$ cat src/rtl/mdio_frame_engine.sv
`default_nettype none
// ============================================================================
// Module      : mdio_frame_engine
// Description : Bit-level Clause 22 MDIO master. Takes one read or write
//               command at a time on a valid/ready port, serialises the frame
//               on MDC/MDIO through an external tri-state pad, and reports
//               read data plus turnaround status on a one-cycle response.
// Ports       : clk, rst_n             - clock, async active-low reset
//               req_valid/req_ready    - command handshake
//               req_op                 - 1 = read, 0 = write
//               req_phy_addr/reg_addr  - 5-bit PHY / register address
//               req_wdata              - 16-bit write data
//               rsp_valid              - one-cycle completion pulse
//               rsp_rdata/rsp_ta_err   - read data / turnaround error
//               busy                   - frame in progress
//               mdc                    - MDIO clock
//               mdio_i/mdio_o/mdio_t   - pad input / output / release (1=Z)
// Revision    : 1.0 - initial release
// ============================================================================
module mdio_frame_engine #(
    parameter int C_CLK_DIV       = 25,
    parameter int C_PREAMBLE_TIME = 32
) (
    input  logic        clk,
    input  logic        rst_n,
    input  logic        req_valid,
    output logic        req_ready,
    input  logic        req_op,
    input  logic [4:0]  req_phy_addr,
    input  logic [4:0]  req_reg_addr,
    input  logic [15:0] req_wdata,
    output logic        rsp_valid,
    output logic [15:0] rsp_rdata,
    output logic        rsp_ta_err,
    output logic        busy,
    output logic        mdc,
    input  logic        mdio_i,
    output logic        mdio_o,
    output logic        mdio_t
);

    localparam int DIV_W   = (C_CLK_DIV > 1) ? $clog2(C_CLK_DIV) : 1;
    localparam int CNT_MAX = (C_PREAMBLE_TIME > 16) ? C_PREAMBLE_TIME : 16;
    localparam int CNT_W   = $clog2(CNT_MAX + 1);

    localparam logic [DIV_W-1:0] C_DIV_LAST = DIV_W'(C_CLK_DIV - 1);
    localparam logic [CNT_W-1:0] C_PRE_LAST =
        CNT_W'((C_PREAMBLE_TIME > 0) ? (C_PREAMBLE_TIME - 1) : 0);
    localparam logic [CNT_W-1:0] C_HDR_LAST = CNT_W'(13);
    localparam logic [CNT_W-1:0] C_TA_LAST  = CNT_W'(1);
    localparam logic [CNT_W-1:0] C_DAT_LAST = CNT_W'(15);

    typedef enum logic [2:0] {
        S_IDLE     = 3'd0,
        S_PREAMBLE = 3'd1,
        S_HEADER   = 3'd2,
        S_TA       = 3'd3,
        S_DATA     = 3'd4,
        S_DONE     = 3'd5
    } state_t;

    state_t             r_state, w_state_nxt;
    logic [DIV_W-1:0]   r_div, w_div_nxt;
    logic               r_half, w_half_nxt;       // 0 = mdc low half, 1 = high half
    logic               r_mdc, w_mdc_nxt;
    logic [CNT_W-1:0]   r_bit, w_bit_nxt;         // bit index within current state
    logic               r_op, w_op_nxt;
    logic [31:0]        r_tx, w_tx_nxt;           // header + TA + wdata, MSB first
    logic [15:0]        r_rx, w_rx_nxt;
    logic               r_ta_err, w_ta_err_nxt;
    logic               r_mdio_o, w_mdio_o_nxt;
    logic               r_mdio_t, w_mdio_t_nxt;
    logic [15:0]        r_rsp_rdata, w_rsp_rdata_nxt;
    logic               r_rsp_ta_err, w_rsp_ta_err_nxt;

    logic               w_idle_like;
    logic               w_accept;
    logic               w_tick;
    logic               w_rise;
    logic               w_fall;
    logic               w_last;

    // ------------------------------------------------------------------------
    // State and datapath registers
    // ------------------------------------------------------------------------
    always_ff @(posedge clk or negedge rst_n) begin
        if (!rst_n) begin
            r_state      <= S_IDLE;
            r_div        <= '0;
            r_half       <= 1'b0;
            r_mdc        <= 1'b0;
            r_bit        <= '0;
            r_op         <= 1'b0;
            r_tx         <= '0;
            r_rx         <= '0;
            r_ta_err     <= 1'b0;
            r_mdio_o     <= 1'b1;
            r_mdio_t     <= 1'b1;
            r_rsp_rdata  <= '0;
            r_rsp_ta_err <= 1'b0;
        end else begin
            r_state      <= w_state_nxt;
            r_div        <= w_div_nxt;
            r_half       <= w_half_nxt;
            r_mdc        <= w_mdc_nxt;
            r_bit        <= w_bit_nxt;
            r_op         <= w_op_nxt;
            r_tx         <= w_tx_nxt;
            r_rx         <= w_rx_nxt;
            r_ta_err     <= w_ta_err_nxt;
            r_mdio_o     <= w_mdio_o_nxt;
            r_mdio_t     <= w_mdio_t_nxt;
            r_rsp_rdata  <= w_rsp_rdata_nxt;
            r_rsp_ta_err <= w_rsp_ta_err_nxt;
        end
    end

    // ------------------------------------------------------------------------
    // Timing strobes
    // ------------------------------------------------------------------------
    assign w_idle_like = (r_state == S_IDLE) || (r_state == S_DONE);
    assign w_accept    = req_valid && w_idle_like;
    assign w_tick      = (r_div == C_DIV_LAST);
    assign w_rise      = !w_idle_like && w_tick && !r_half;
    assign w_fall      = !w_idle_like && w_tick &&  r_half;

    always_comb begin
        w_last = 1'b0;
        case (r_state)
            S_PREAMBLE: w_last = (r_bit == C_PRE_LAST);
            S_HEADER:   w_last = (r_bit == C_HDR_LAST);
            S_TA:       w_last = (r_bit == C_TA_LAST);
            S_DATA:     w_last = (r_bit == C_DAT_LAST);
            default:    w_last = 1'b0;
        endcase
    end

    // ------------------------------------------------------------------------
    // Next-state and datapath logic
    // ------------------------------------------------------------------------
    always_comb begin
        w_state_nxt      = r_state;
        w_div_nxt        = r_div;
        w_half_nxt       = r_half;
        w_mdc_nxt        = r_mdc;
        w_bit_nxt        = r_bit;
        w_op_nxt         = r_op;
        w_tx_nxt         = r_tx;
        w_rx_nxt         = r_rx;
        w_ta_err_nxt     = r_ta_err;
        w_rsp_rdata_nxt  = r_rsp_rdata;
        w_rsp_ta_err_nxt = r_rsp_ta_err;
        w_mdio_o_nxt     = 1'b1;
        w_mdio_t_nxt     = 1'b1;

        if (w_idle_like) begin
            // DONE behaves like IDLE so a waiting request starts with no gap.
            w_state_nxt = S_IDLE;
            w_mdc_nxt   = 1'b0;
            if (w_accept) begin
                w_state_nxt  = (C_PREAMBLE_TIME == 0) ? S_HEADER : S_PREAMBLE;
                w_op_nxt     = req_op;
                w_tx_nxt     = {2'b01, (req_op ? 2'b10 : 2'b01), req_phy_addr,
                                req_reg_addr, 2'b10, req_wdata};
                w_div_nxt    = '0;
                w_half_nxt   = 1'b0;
                w_bit_nxt    = '0;
                w_ta_err_nxt = 1'b0;
            end
        end else begin
            w_div_nxt = w_tick ? '0 : r_div + 1'b1;

            if (w_rise) begin
                w_half_nxt = 1'b1;
                w_mdc_nxt  = 1'b1;
                // Second TA bit must be pulled low by the PHY.
                if ((r_state == S_TA) && (r_bit == C_TA_LAST)) begin
                    w_ta_err_nxt = mdio_i;
                end
                if (r_state == S_DATA) begin
                    w_rx_nxt = {r_rx[14:0], mdio_i};
                end
            end

            if (w_fall) begin
                w_half_nxt = 1'b0;
                w_mdc_nxt  = 1'b0;
                // Preamble bits come from a constant, not the shift register.
                if (r_state != S_PREAMBLE) begin
                    w_tx_nxt = {r_tx[30:0], 1'b0};
                end
                if (w_last) begin
                    w_bit_nxt = '0;
                    case (r_state)
                        S_PREAMBLE: w_state_nxt = S_HEADER;
                        S_HEADER:   w_state_nxt = S_TA;
                        S_TA:       w_state_nxt = S_DATA;
                        default: begin
                            w_state_nxt = S_DONE;
                            if (r_op) begin
                                w_rsp_rdata_nxt  = r_rx;
                                w_rsp_ta_err_nxt = r_ta_err;
                            end else begin
                                w_rsp_ta_err_nxt = 1'b0;
                            end
                        end
                    endcase
                end else begin
                    w_bit_nxt = r_bit + 1'b1;
                end
            end
        end

        // Pad drive for the bit that the next state/shift register describe.
        // This only changes at bit boundaries, i.e. when mdc falls or the
        // frame starts.
        case (w_state_nxt)
            S_PREAMBLE: begin
                w_mdio_o_nxt = 1'b1;
                w_mdio_t_nxt = 1'b0;
            end
            S_HEADER: begin
                w_mdio_o_nxt = w_tx_nxt[31];
                w_mdio_t_nxt = 1'b0;
            end
            S_TA, S_DATA: begin
                if (w_op_nxt) begin
                    w_mdio_o_nxt = 1'b1;
                    w_mdio_t_nxt = 1'b1;
                end else begin
                    w_mdio_o_nxt = w_tx_nxt[31];
                    w_mdio_t_nxt = 1'b0;
                end
            end
            default: begin
                w_mdio_o_nxt = 1'b1;
                w_mdio_t_nxt = 1'b1;
            end
        endcase
    end

    // ------------------------------------------------------------------------
    // Outputs
    // ------------------------------------------------------------------------
    assign req_ready  = w_idle_like;
    assign busy       = !w_idle_like;
    assign rsp_valid  = (r_state == S_DONE);
    assign rsp_rdata  = r_rsp_rdata;
    assign rsp_ta_err = r_rsp_ta_err;
    assign mdc        = r_mdc;
    assign mdio_o     = r_mdio_o;
    assign mdio_t     = r_mdio_t;

endmodule
`default_nettype wire

$ cat config.mk
export PLATFORM = sky130hd
export DESIGN_NAME = mdio_frame_engine
export DESIGN_NICKNAME = d
export VERILOG_FILES = /design/src/rtl/mdio_frame_engine.sv
export SDC_FILE = /design/constraint.sdc
export NUM_CORES = 1
export LEC_CHECK = 0
export ABC_AREA = 1
export BUFFER_PORTS_ARGS = -buffer_cell sky130_fd_sc_hd__buf_2
export CAP_MARGIN = 10
export CELL_PAD_IN_SITES_DETAIL_PLACEMENT = 1
export CELL_PAD_IN_SITES_GLOBAL_PLACEMENT = 1
export CORE_AREA = 2 2 97 109
export CTS_CLUSTER_DIAMETER = 50
export DETAILED_ROUTE_END_ITERATION = 10
export DIE_AREA = 0 0 99 111
export PLACE_DENSITY = 0.81
export SETUP_SLACK_MARGIN = 0.02
export SYNTH_ARGS = -nofsm -noshare
export SYNTH_HDL_FRONTEND = slang
export SYNTH_SLANG_ARGS = --single-unit
$ cat constraint.sdc
create_clock -name clk -period 1.9 [get_ports clk]
set_clock_uncertainty 0.05 [all_clocks]
set_input_delay 0.285 -clock clk [delete_from_list [all_inputs] [get_ports clk]]
set_output_delay 0.285 -clock clk [all_outputs]
set_load 0.03 [all_outputs]
# After elaboration in Yosys (flattened, before gate mapping)
# Cells that the tools add are included.
# word_totals
ff_bits	85
inputBits	31
output_inout_bits	23
elab_cells	91
# op_classes
n_addsub	2
n_eq_ne	16
mux	33
n_bitwise	2
n_reduce_logical	24
# op_table
operator	count
2-to-1 mux 32 bit	4
2-to-1 mux 6 bit	4
2-to-1 mux 5 bit	3
2-to-1 mux 1 bit	14
equality test 3 x 2 -> 1 bit, second input constant	4
equality test 6 x 4 -> 1 bit, second input constant	2
equality test 3 bit, second input constant	3
2-to-1 mux 3 bit	3
one-hot mux 3 bit (3 select lines)	1
AND reduction 3 bit	3
nonzero test 2 bit	4
adder 6 x 1 -> 6 bit, second input constant	1
equality test 3 x 1 -> 1 bit, second input constant	2
equality test 6 x 1 -> 1 bit, second input constant	1
equality test 6 x 5 -> 1 bit, second input constant	1
adder 5 x 1 -> 5 bit, second input constant	1
equality test 5 bit, second input constant	1
logical AND 1 bit	5
AND reduction 5 bit	1
one-hot mux 1 bit (2 select lines)	2
one-hot mux 1 bit (4 select lines)	1
AND reduction 2 bit	2
AND reduction 4 bit	1
OR reduction 2 bit	2
other kinds (9)	11

# Longest topological paths before layout
# Gate-level depths: netlist (run 1).
# logic_depth
word_depth	10
mapped_depth	15
ltp_nobuf	15

# Least setup slack after synthesis (run 1)
# OpenSTA, ideal clock, no wires.
# synth_timing
kind	register to register
startpoint	register r_state[0]
endpoint	register r_div[3]
setup_ns	0.083
arrival_time_ns	1.820
t_required_ns	1.767
slack_ns	-0.052
stages_incl_launch_ff	7
path_buffers	0
period_less_slack_ns	1.952
cell_sequence	dfrtp_1 -> nor2_1 -> o21ai_4 -> clkinv_1 -> nor2_1 -> inv_1 -> o21ai_0
# synth_between
elab_chain_cells	4
elab_cells_between_ends	6
cone_classes	eq/ne: 2; mux: 1; reduce/logical: 3
# synth_lines
element	line_no	source
start, declared	62	state_t r_state, w_state_nxt;
start signal, assigned	102	r_state <= w_state_nxt;
equality test 3 bit / logical NOT 3 bit (equally long branches)	121	assign w_idle_like = (r_state == S_IDLE) || (r_state == S_DONE);
logical OR 1 bit (*)	121	
named net req_ready	27	output logic req_ready,
logical AND 1 bit	122	assign w_accept = req_valid && w_idle_like;
!= test 2 x 1 -> 1 bit (no source line)	-	
end signal, assigned	103	r_div <= w_div_nxt;
end, declared	63	logic [DIV_W-1:0] r_div, w_div_nxt;
# Mark *: on every way through the listed nets, which the timed path passes. The rest lies on a longest branch.
# A chain may end at the register's enable or synchronous reset.

# Final worst setup path (run 1)
# layout_timing
startpoint	register r_state[0]
endpoint	register r_rsp_rdata[15], in the netlist rsp_rdata[15]
# layout_between
elab_chain_cells	6
elab_cells_between_ends	15
cone_classes	eq/ne: 5; mux: 1; bitwise: 2; reduce/logical: 7
# layout_lines
element	line_no	source
equality test 3 bit / logical NOT 3 bit (equally long branches)	121	
logical OR 1 bit	121	
logical NOT 1 bit	125	assign w_fall = !w_idle_like && w_tick && r_half;
logical AND 1 bit (2 in series)	125	
AND reduction 5 bit (no source line) (*)	-	
end signal, assigned	113	r_rsp_rdata <= w_rsp_rdata_nxt;
end, declared	73	logic [15:0] r_rsp_rdata, w_rsp_rdata_nxt;
# Every way passes the cells marked *; elsewhere a longest branch is shown, timed or not.

==> results.cfg, run 1 <==
[synthesis]
mappedNetlistArea_sq_um = 3780
synthTopCellsByArea = dfrtp_1, nand2_1, a22oi_1
yosysTopAreaCell = dfrtp_1
syn_area_per_cell_sq_um = 9.48
yosysWarnings = 0
synth.top_cell.area_share_pct = 54.9
synth.distinct_cells = 34
ys_seq_area_share_pct = 56.3
synth_edf_count = 0
async_flop_share_pct = 100
synthCells = 399
yosys_register_bits = 85
syn-num-nets = 434
synthFlopType = dfrtp_1

[sta]
setup_tns_ns = -1.13
max_freq_ghz = 0.503
final_max_slew_viol_count = 0
worst_slack_ns = -0.0882
grt_setup_unrepaired = true
fin_hold_ws_ns = 0.119
worst_pin_slew_ns = 0.302
min_period_ns = 1.99
slew_headroom_pct = 79.9
hold_viol_final = 0
setup_viol = 20
fin_crit_sh_pct = 105

[grt]
gr-total-overflow = 0
grt_max_degree = 54
grt_util_all_layers_pct = 19.0
grt_first_pass_wirelength_um = 16700
grt_pass1_vias = 3454
antenna_found_initial = 0

[cts]
h-tree-depth = 3
clk_latency_ns = 0.34
clkSlewWorstSetupHoldPaths_ns = 0.06
clk_path_buf_depth = 2
numCtsBuffers = 9
cts_tree = built
cts_sinks = 85
root_buffer = clkbuf_16

[job]
maxCapViolations = 0

[placed_design]
dp_cells = 587
port_buffers = 53
hpwl_um = 6620
post_dp_cell_area_sq_um = 4430
gp_congestion = 0.819

[cells_and_area]
drive_gt1_share_pct = 40.0
insertedDiodeCount = 0
final_cell_mix = nand2_1, dfrtp_1, buf_2
fin_nets = 530
fin_area_sq_um = 5230
final_common_cell = nand2_1
syn_to_final_growth_pct = 38.1
utilization_pct = 52.2
fin_cells = 623
fillerInstances = 1145

[floorplanning]
core_sq_um = 10000
die_width_um = 99
rows = 39
fp.dieH_um = 111
dieArea_sq_um = 11000
start_util_pct = 37.8
ios = 54

[drt]
ant_nets = 0
drt-wirelength-per-cell_um = 17.5
totalWireLength_um = 10900
vias = 3289
drcViolationCount = 0
dr.pass1.iters = 4
via_per_inst = 5.28
drt_first_iter_violations = 125

[hold_path]
hold_start = req_wdata[14]
hold_class = input pin to flip-flop

[worst_setup_path]
path_buf_inv = 0
max_stage_delay_ns = 0.47
cp_top_family = simple AND/OR/NAND/NOR gates
end_kind = flip-flop
critPathMaxFanout = 6
r2r_setup_slack_ns = -0.09
critical_path_arrival_ns = 2.16
crit_type = flip-flop to flip-flop
critPathMostFrequentCell = nand2_2
crit_chain = nor2_4 -> nand2_2 -> nand2_2 -> nand2_2 -> nand2_2 -> nand3_4 -> nand2_4 -> nand2_4 -> nor2_4 -> nand2_4 -> mux2_4
crit_required_ns = 2.07
start_kind = flip-flop
crit_path_top_delay_cell = dfrtp_2
crit_start = r_state[0]
reg2reg_from = r_state[0]

[power]
power.density_nw_per_um2 = 737
p_leak_uw = 0.00264
vdd_ir_drop_max_mv = 0.444

[outcome]
violations = setup timing
status = finished with violations
==> state kept, by name (all words and copies together) (netlist names) <==
name / cells
r_tx: 32
r_rx: 16
rsp_rdata: 16
r_bit: 6
r_div: 5
r_state: 3
mdc: 1
mdio_o: 1
mdio_t: 1
r_half: 1
r_op: 1
r_ta_err: 1
rsp_ta_err: 1
==> per-layer routing <==
metal | part of all wire (%) | GRT usage [%]
met1 | 39 | 22.3
met2 | 54 | 33.0
met3 | 4.5 | 5.23
met4 | 2.3 | 6.58
met5 | 0 | 0
==> where the power goes <==
| part | leakage [uW] | switching, uW | internal [uW] |
|---|---|---|---|
| registers | 0.00108 | 22.9 | 1840 |
| logic | 0.00141 | 71.3 | 48.5 |
| clock network | 0.000145 | 716 | 1150 |
==> cell families after synthesis <==
family	after synthesis	synth area share, %
fa+ha+maj	4	1.32
simple gates	164	19.4
mux	1	0.397
flops	85	56.3
buf+inv	53	6.25
xor+xnor	7	1.62
compound gates	85	14.7
==> cells in the mapped netlist, types with 6 or more instances <==
| cell type | instances |
|---|---|
| a21oi_1 | 9 |
| a22oi_1 | 25 |
| dfrtp_1 | 83 |
| inv_1 | 35 |
| nand2_1 | 107 |
| nand2_2 | 7 |
| nand3_1 | 17 |
| nor2_1 | 18 |
| o21ai_0 | 26 |
| o21ai_1 | 7 |
| o21ai_2 | 10 |
| xor2_1 | 6 |
==> area by class of cell <==
| cell class | instances | area (sq um) | share of cell area (%) |
|---|---|---|---|
| clock buffers | 10 | 229 | 4.38 |
| clock inverters | 6 | 87.6 | 1.68 |
| inverters | 39 | 153 | 2.92 |
| multi-input cells | 261 | 1670 | 31.9 |
| flip-flops and latches | 85 | 2130 | 40.8 |
| well taps | 123 | 154 | 2.94 |
| repair buffers | 99 | 803 | 15.4 |
==> stage by stage <==
step	total power, uW	setup WS, ns
2_1_floorplan	1920	-0.00422
3_3_place_gp	2010	-0.0585
3_5_place_dp	2010	-0.208
4_1_cts	3880	-0.0144
5_1_grt	3970	-0.165
6_report	3850	-0.0882
==> worst paths after layout <==
kind                            endpoint  cells past startpoint
hold / removal                  r_tx[14]                      3
min in group asynchronous       r_div[2]                      3
setup / recovery           rsp_rdata[15]                     11
max in group asynchronous         mdio_o                      3
setup reg to reg           rsp_rdata[15]                     11
hold reg to reg             rsp_rdata[7]                      2
==> worst register-to-register path, cell delays in order (launching register included) <==
cell,delay (ns)
dfrtp_2,0.47
nor2_4,0.20
nand2_2,0.10
nand2_2,0.08
nand2_2,0.06
nand2_2,0.08
nand3_4,0.08
nand2_4,0.12
nand2_4,0.10
nor2_4,0.11
nand2_4,0.12
mux2_4,0.32
==> repair_timing <==
item,4_1_cts,5_1_grt
hold buffers,1,0
cloned,0,5
endpoints found under the setup margin,72,72
resized for setup,35,42
buffers inserted,5,9
hold endpoints to repair,83,0
pin swaps,7,8
(Power assumes the default switching activity.)
==> run 2, diff against run 1 <==
--- a/config.mk
+++ b/config.mk
@@ -6,6 +6,7 @@
 export NUM_CORES = 1
 export LEC_CHECK = 0
 export ABC_AREA = 1
+export ABC_CLOCK_PERIOD_IN_PS = 1900
 export BUFFER_PORTS_ARGS = -buffer_cell sky130_fd_sc_hd__buf_2
 export CAP_MARGIN = 10
 export CELL_PAD_IN_SITES_DETAIL_PLACEMENT = 1
@@ -14,8 +15,10 @@
 export CTS_CLUSTER_DIAMETER = 50
 export DETAILED_ROUTE_END_ITERATION = 10
 export DIE_AREA = 0 0 99 111
+export HOLD_SLACK_MARGIN = 0.08
 export PLACE_DENSITY = 0.81
 export SETUP_SLACK_MARGIN = 0.02
 export SYNTH_ARGS = -nofsm -noshare
 export SYNTH_HDL_FRONTEND = slang
 export SYNTH_SLANG_ARGS = --single-unit
+export TNS_END_PERCENT = 10
==> run 2 against run 1 <==
The flow still finishes with violations (setup timing). Routed wire length down 1.7%. Global-route usage down 0.11 points. Register-to-register slack better by 0.05 ns. Core utilization down 0.84 points. Worst setup slack better by 0.047 ns. Total power up 3.9%. Die area unchanged. Final cell count down 0.32%. Worst hold slack better by 0.0089 ns. Combinational power down 5%. Clock power up 8%.
==> results.cfg, run 2 (synthesized netlist as in run 1, its figures left out) <==
[outcome]
status = finished with violations
violations = setup timing

[sta]
setup_tns_ns = -0.301
grt_setup_unrepaired = true
setup_viol = 18
fin_crit_sh_pct = 102
max_freq_ghz = 0.515
worst_pin_slew_ns = 0.315
hold_viol_final = 0
min_period_ns = 1.94
slew_headroom_pct = 79.0
worst_slack_ns = -0.0416
fin_hold_ws_ns = 0.128
final_max_slew_viol_count = 0

[cells_and_area]
fin_nets = 528
syn_to_final_growth_pct = 35.9
multiInputGateArea_sq_um = 1590
fin_cells = 621
largest_reg_flops = 32
seq_area_sq_um = 2130
regMostFlops = r_tx
insertedDiodeCount = 0
fillerInstances = 1141
final_common_cell = nand2_1
drive_gt1_share_pct = 36.9
final_cell_mix = nand2_1, dfrtp_1, buf_2

[placed_design]
hpwl_um = 6340
dp_cells = 589
gp_congestion = 0.821
port_buffers = 53
place_ws_ns = -0.0647

[floorplanning]
dieArea_sq_um = 11000
ios = 54
rows = 39
die_width_um = 99
fp.dieH_um = 111
core_sq_um = 10000
start_util_pct = 37.8

[drt]
totalWireLength_um = 10700
drt_first_iter_violations = 114
dr.pass1.iters = 4
drt-wirelength-per-cell_um = 17.3
drcViolationCount = 0
via_per_inst = 5.09
ant_nets = 0
vias = 3160

[worst_setup_path]
critPathMaxFanout = 8
start_kind = flip-flop
max_stage_delay_ns = 0.44
critPathMostFrequentCell = nand2_4
path_buf_inv = 2
cp_top_family = simple AND/OR/NAND/NOR gates
crit_required_ns = 2.07
crit_type = flip-flop to flip-flop
crit_path_top_delay_cell = dfrtp_2
rr_worst_depth = 10
critical_path_arrival_ns = 2.11
end_kind = flip-flop
cp.depth = 10
crit_chain = buf_4 -> o21ai_4 -> nand2_4 -> nor2_8 -> nand2_4 -> nor2_4 -> nand2_4 -> buf_12 -> nand2_1 -> o21ai_2

[grt]
grt_pass1_vias = 3394
grt_util_all_layers_pct = 18.9
gr-total-overflow = 0
antenna_found_initial = 0
grt_first_pass_wirelength_um = 16800
grt_max_degree = 33

[cts]
h-tree-depth = 3
clkSlewWorstSetupHoldPaths_ns = 0.06
cts_tree = built
clk_path_buf_depth = 2
clk_latency_ns = 0.34
cts_sinks = 85
numCtsBuffers = 9
root_buffer = clkbuf_16

[power]
vdd_ir_drop_max_mv = 0.407
p_leak_uw = 0.00260
power_uw = 4000
power.density_nw_per_um2 = 778

[job]
maxCapViolations = 0

[hold_path]
min_delay_path_depth = 3
hold_class = input pin to flip-flop
-- run 2: changes by cell type in the layout (fill, tap and decap cells not counted), moves of 3 or more --
cell and change:
nand2_1 +6, clkbuf_16 -3, o21ai_1 -3, o21ai_2 +4, a22oi_1 +11, nand2_2 -5, a22oi_2 -11
-- run 2: cell type report --
| type | instances | share of cell area (%) |
|---|---|---|
| sequential | 85 | 41.5 |
| multi-input combinational | 261 | 31.0 |
| timing repair buffer | 97 | 14.7 |
| clock buffer | 10 | 4.45 |
| inverter | 39 | 3.19 |
| tap | 123 | 2.99 |
| clock inverter | 6 | 2.17 |
-- run 2: worst paths after layout --
check                              start           end  slack, ns
min in group asynchronous          rst_n       r_rx[3]       0.32
min reg2reg                     r_tx[14]      r_tx[14]       0.43
max                           r_state[2]  rsp_rdata[1]      -0.04
max reg2reg                   r_state[2]  rsp_rdata[1]      -0.04
min                        req_wdata[13]      r_tx[13]       0.13
max in group asynchronous          rst_n       r_tx[6]       0.91
-- run 2: routing by layer --
layer	up-vias	wire, um	GRT usage (%)	part of all wire, %
li1	1508	-	-	-
met2	58	5850	32.2	54
met5	-	0	0	0
met3	8	370	4.22	3.4
met4	0	95	5.02	0.88
met1	1586	4420	24.1	41
-- run 2: power by group --
part,total (uW),internal (uW),switching [uW]
Clock,2020,1290,739
Sequential,1860,1840,19.2
Combinational,114,45.8,67.9
-- run 2: stage by stage --
step                      utilization [%]  instance area (sq um)
after floorplan                         -                   3780
after detailed placement             44.0                   4400
final                                51.4                   5140
after global placement               44.0                   4400
after CTS                            50.0                   5000
after global routing                 51.4                   5140
-- run 2: timing repair --
action	CTS	global route
pin swaps	13	12
hold buffers	1	0
hold endpoints to repair	17	0
resized for setup	42	31
setup buffers	7	5
gates cloned	2	1
setup endpoints to repair	76	75
-- run 2: worst register-to-register path, delay by kind of cell (launching register included) --
family	cells	cell delay (ns)
AOI/OAI and AO/OA	2	0.29
DFF	1	0.44
buffers and inverters	2	0.35
and+or+nand+nor	6	0.69
==> run 3, diff against run 2 <==
--- a/config.mk
+++ b/config.mk
@@ -16,7 +16,7 @@
 export DETAILED_ROUTE_END_ITERATION = 10
 export DIE_AREA = 0 0 99 111
 export HOLD_SLACK_MARGIN = 0.08
-export PLACE_DENSITY = 0.81
+export PLACE_DENSITY_LB_ADDON = 0.1
 export SETUP_SLACK_MARGIN = 0.02
 export SYNTH_ARGS = -nofsm -noshare
 export SYNTH_HDL_FRONTEND = slang
==> run 3 against run 2 <==
The flow still finishes with violations (setup timing). Critical path depth unchanged. Sequential share of layout area decreased by 0.68 points. First-iteration DRC count decreased by 39%. Highest routed layer unchanged.
==> results.cfg, run 3 (synthesized netlist as in run 1, its figures left out) <==
[power]
p_int_uw = 2910
pwr-share-clk_pct = 46.8
power.density_nw_per_um2 = 712
sequentialPowerShare_pct = 50.1
p_comb_share_pct = 3.1
vdd_ir_drop_max_mv = 0.390
power_uw = 3720
switching_share_pct = 21.7
switchingPower_uw = 809
p_leak_uw = 0.00263

[floorplanning]
start_util_pct = 37.8
rows = 39
core_sq_um = 10000
dieArea_sq_um = 11000
ios = 54
fp.dieH_um = 111
die_width_um = 99

[worst_setup_path]
critical_path_arrival_ns = 2.09
start_kind = flip-flop
crit_required_ns = 2.07
endpoint = rsp_rdata[15]
reg2reg_from = r_div[0]
crit_type = flip-flop to flip-flop
rr_worst_depth = 10
r2r_setup_slack_ns = -0.02
end_kind = flip-flop
r2r_end = rsp_rdata[15]
critPathMaxFanout = 7
crit_start = r_div[0]

[drt]
vias = 3104
ant_nets = 0
drcViolationCount = 0
totalWireLength_um = 9260
drt_first_iter_violations = 70
dr.pass1.iters = 4
via_per_inst = 4.97
drt-wirelength-per-cell_um = 14.8

[grt]
gr-total-overflow = 0
grt_util_all_layers_pct = 17.6
grt_first_pass_wirelength_um = 15600
antenna_found_initial = 0
grt_pass1_vias = 3254
grt_max_degree = 33

[cts]
clkSlewWorstSetupHoldPaths_ns = 0.06
clk_path_buf_depth = 2
root_buffer = clkbuf_16
cts_sinks = 85
numCtsBuffers = 9
cts_tree = built
clk_latency_ns = 0.34
h-tree-depth = 3

[sta]
fin_hold_ws_ns = 0.114
worst_slack_ns = -0.0203
min_period_ns = 1.92
final_max_slew_viol_count = 0
fin_crit_sh_pct = 101
max_freq_ghz = 0.521
grt_setup_unrepaired = true
setup_viol = 7
hold_viol_final = 0
worst_pin_slew_ns = 0.440
slew_headroom_pct = 70.7

[cells_and_area]
fillerInstances = 1135
insertedDiodeCount = 0
final_common_cell = nand2_1
fin_area_sq_um = 5230
syn_to_final_growth_pct = 38.2
final_cell_mix = nand2_1, dfrtp_1, buf_2
utilization_pct = 52.3
regMostFlops = r_tx
fin_nets = 532
largest_reg_flops = 32
drive_gt1_share_pct = 40.4

[placed_design]
post_dp_cell_area_sq_um = 4470
hpwl_um = 6220
place_ws_ns = -0.0501
gp_congestion = 0.777
port_buffers = 53

[job]
maxCapViolations = 0

[hold_path]
hold_class = input pin to flip-flop

[outcome]
status = finished with violations
violations = setup timing
## run 3: per-stage QoR
stage / cells / setup TNS [ns]
after floorplan: 399 / -0.0517
after global placement: 596 / -0.0699
after detailed placement: 596 / -0.555
after CTS: 615 / -0.0120
after global routing: 625 / -2.56
final: 625 / -0.0439
## run 3: worst min-delay path by stage
stage | slack (ns) | startpoint | end | cells past startpoint
after floorplan | -0.06 | rst_n | mdc | 0
after global placement | 0.22 | rst_n | r_rx[2] | 1
after detailed placement | 0.21 | rst_n | r_rx[1] | 1
after CTS | 0.11 | req_wdata[0] | r_tx[0] | 2
after global routing | 0.12 | req_wdata[0] | r_tx[0] | 2
final | 0.11 | req_wdata[9] | r_tx[9] | 3
## run 3: what timing repair did
action                                  4_1_cts  5_1_grt
buffers inserted                              2        6
pin swaps                                     2       22
resized for setup                            10       77
endpoints found under the setup margin       67       74
hold buffers                                  1        0
cloned                                        0        4
endpoints found under the hold margin        27        0
## run 3: critical path: stages, from the launching register on
cell	delay, ns
dfrtp_1	0.40
inv_2	0.09
ha_4	0.14
nand3_4	0.07
nor2_4	0.14
nand2_4	0.09
nor2_8	0.18
nand2_4	0.10
nor2_4	0.13
nand2_4	0.11
mux2_4	0.31
## run 3: power groups by stage
stage	sequential, uW	clock [uW]	combinational [uW]
after floorplan	1890	0	28.5
after global placement	1890	0	112
after detailed placement	1890	0	116
after CTS	1860	1790	119
after global routing	1870	1870	138
final	1860	1740	117
## run 3: area by class of cell
class	count	area, sq um	share of cell area (%)
clock buffers	11	233	4.45
clock inverters	5	61.3	1.17
inverters	39	156	2.99
multi-input cells	261	1690	32.3
flip-flops and latches	85	2130	40.8
well taps	123	154	2.94
repair buffers	101	805	15.4
## run 3: per-layer routing
layer / vias to the layer above / GRT usage, % / routed length [um]
met5: - / 0 / 0
met4: 0 / 6.85 / 140
met3: 10 / 3.15 / 242
met2: 40 / 29.3 / 4740
li1: 1515 / - / -
met1: 1539 / 22.8 / 4130
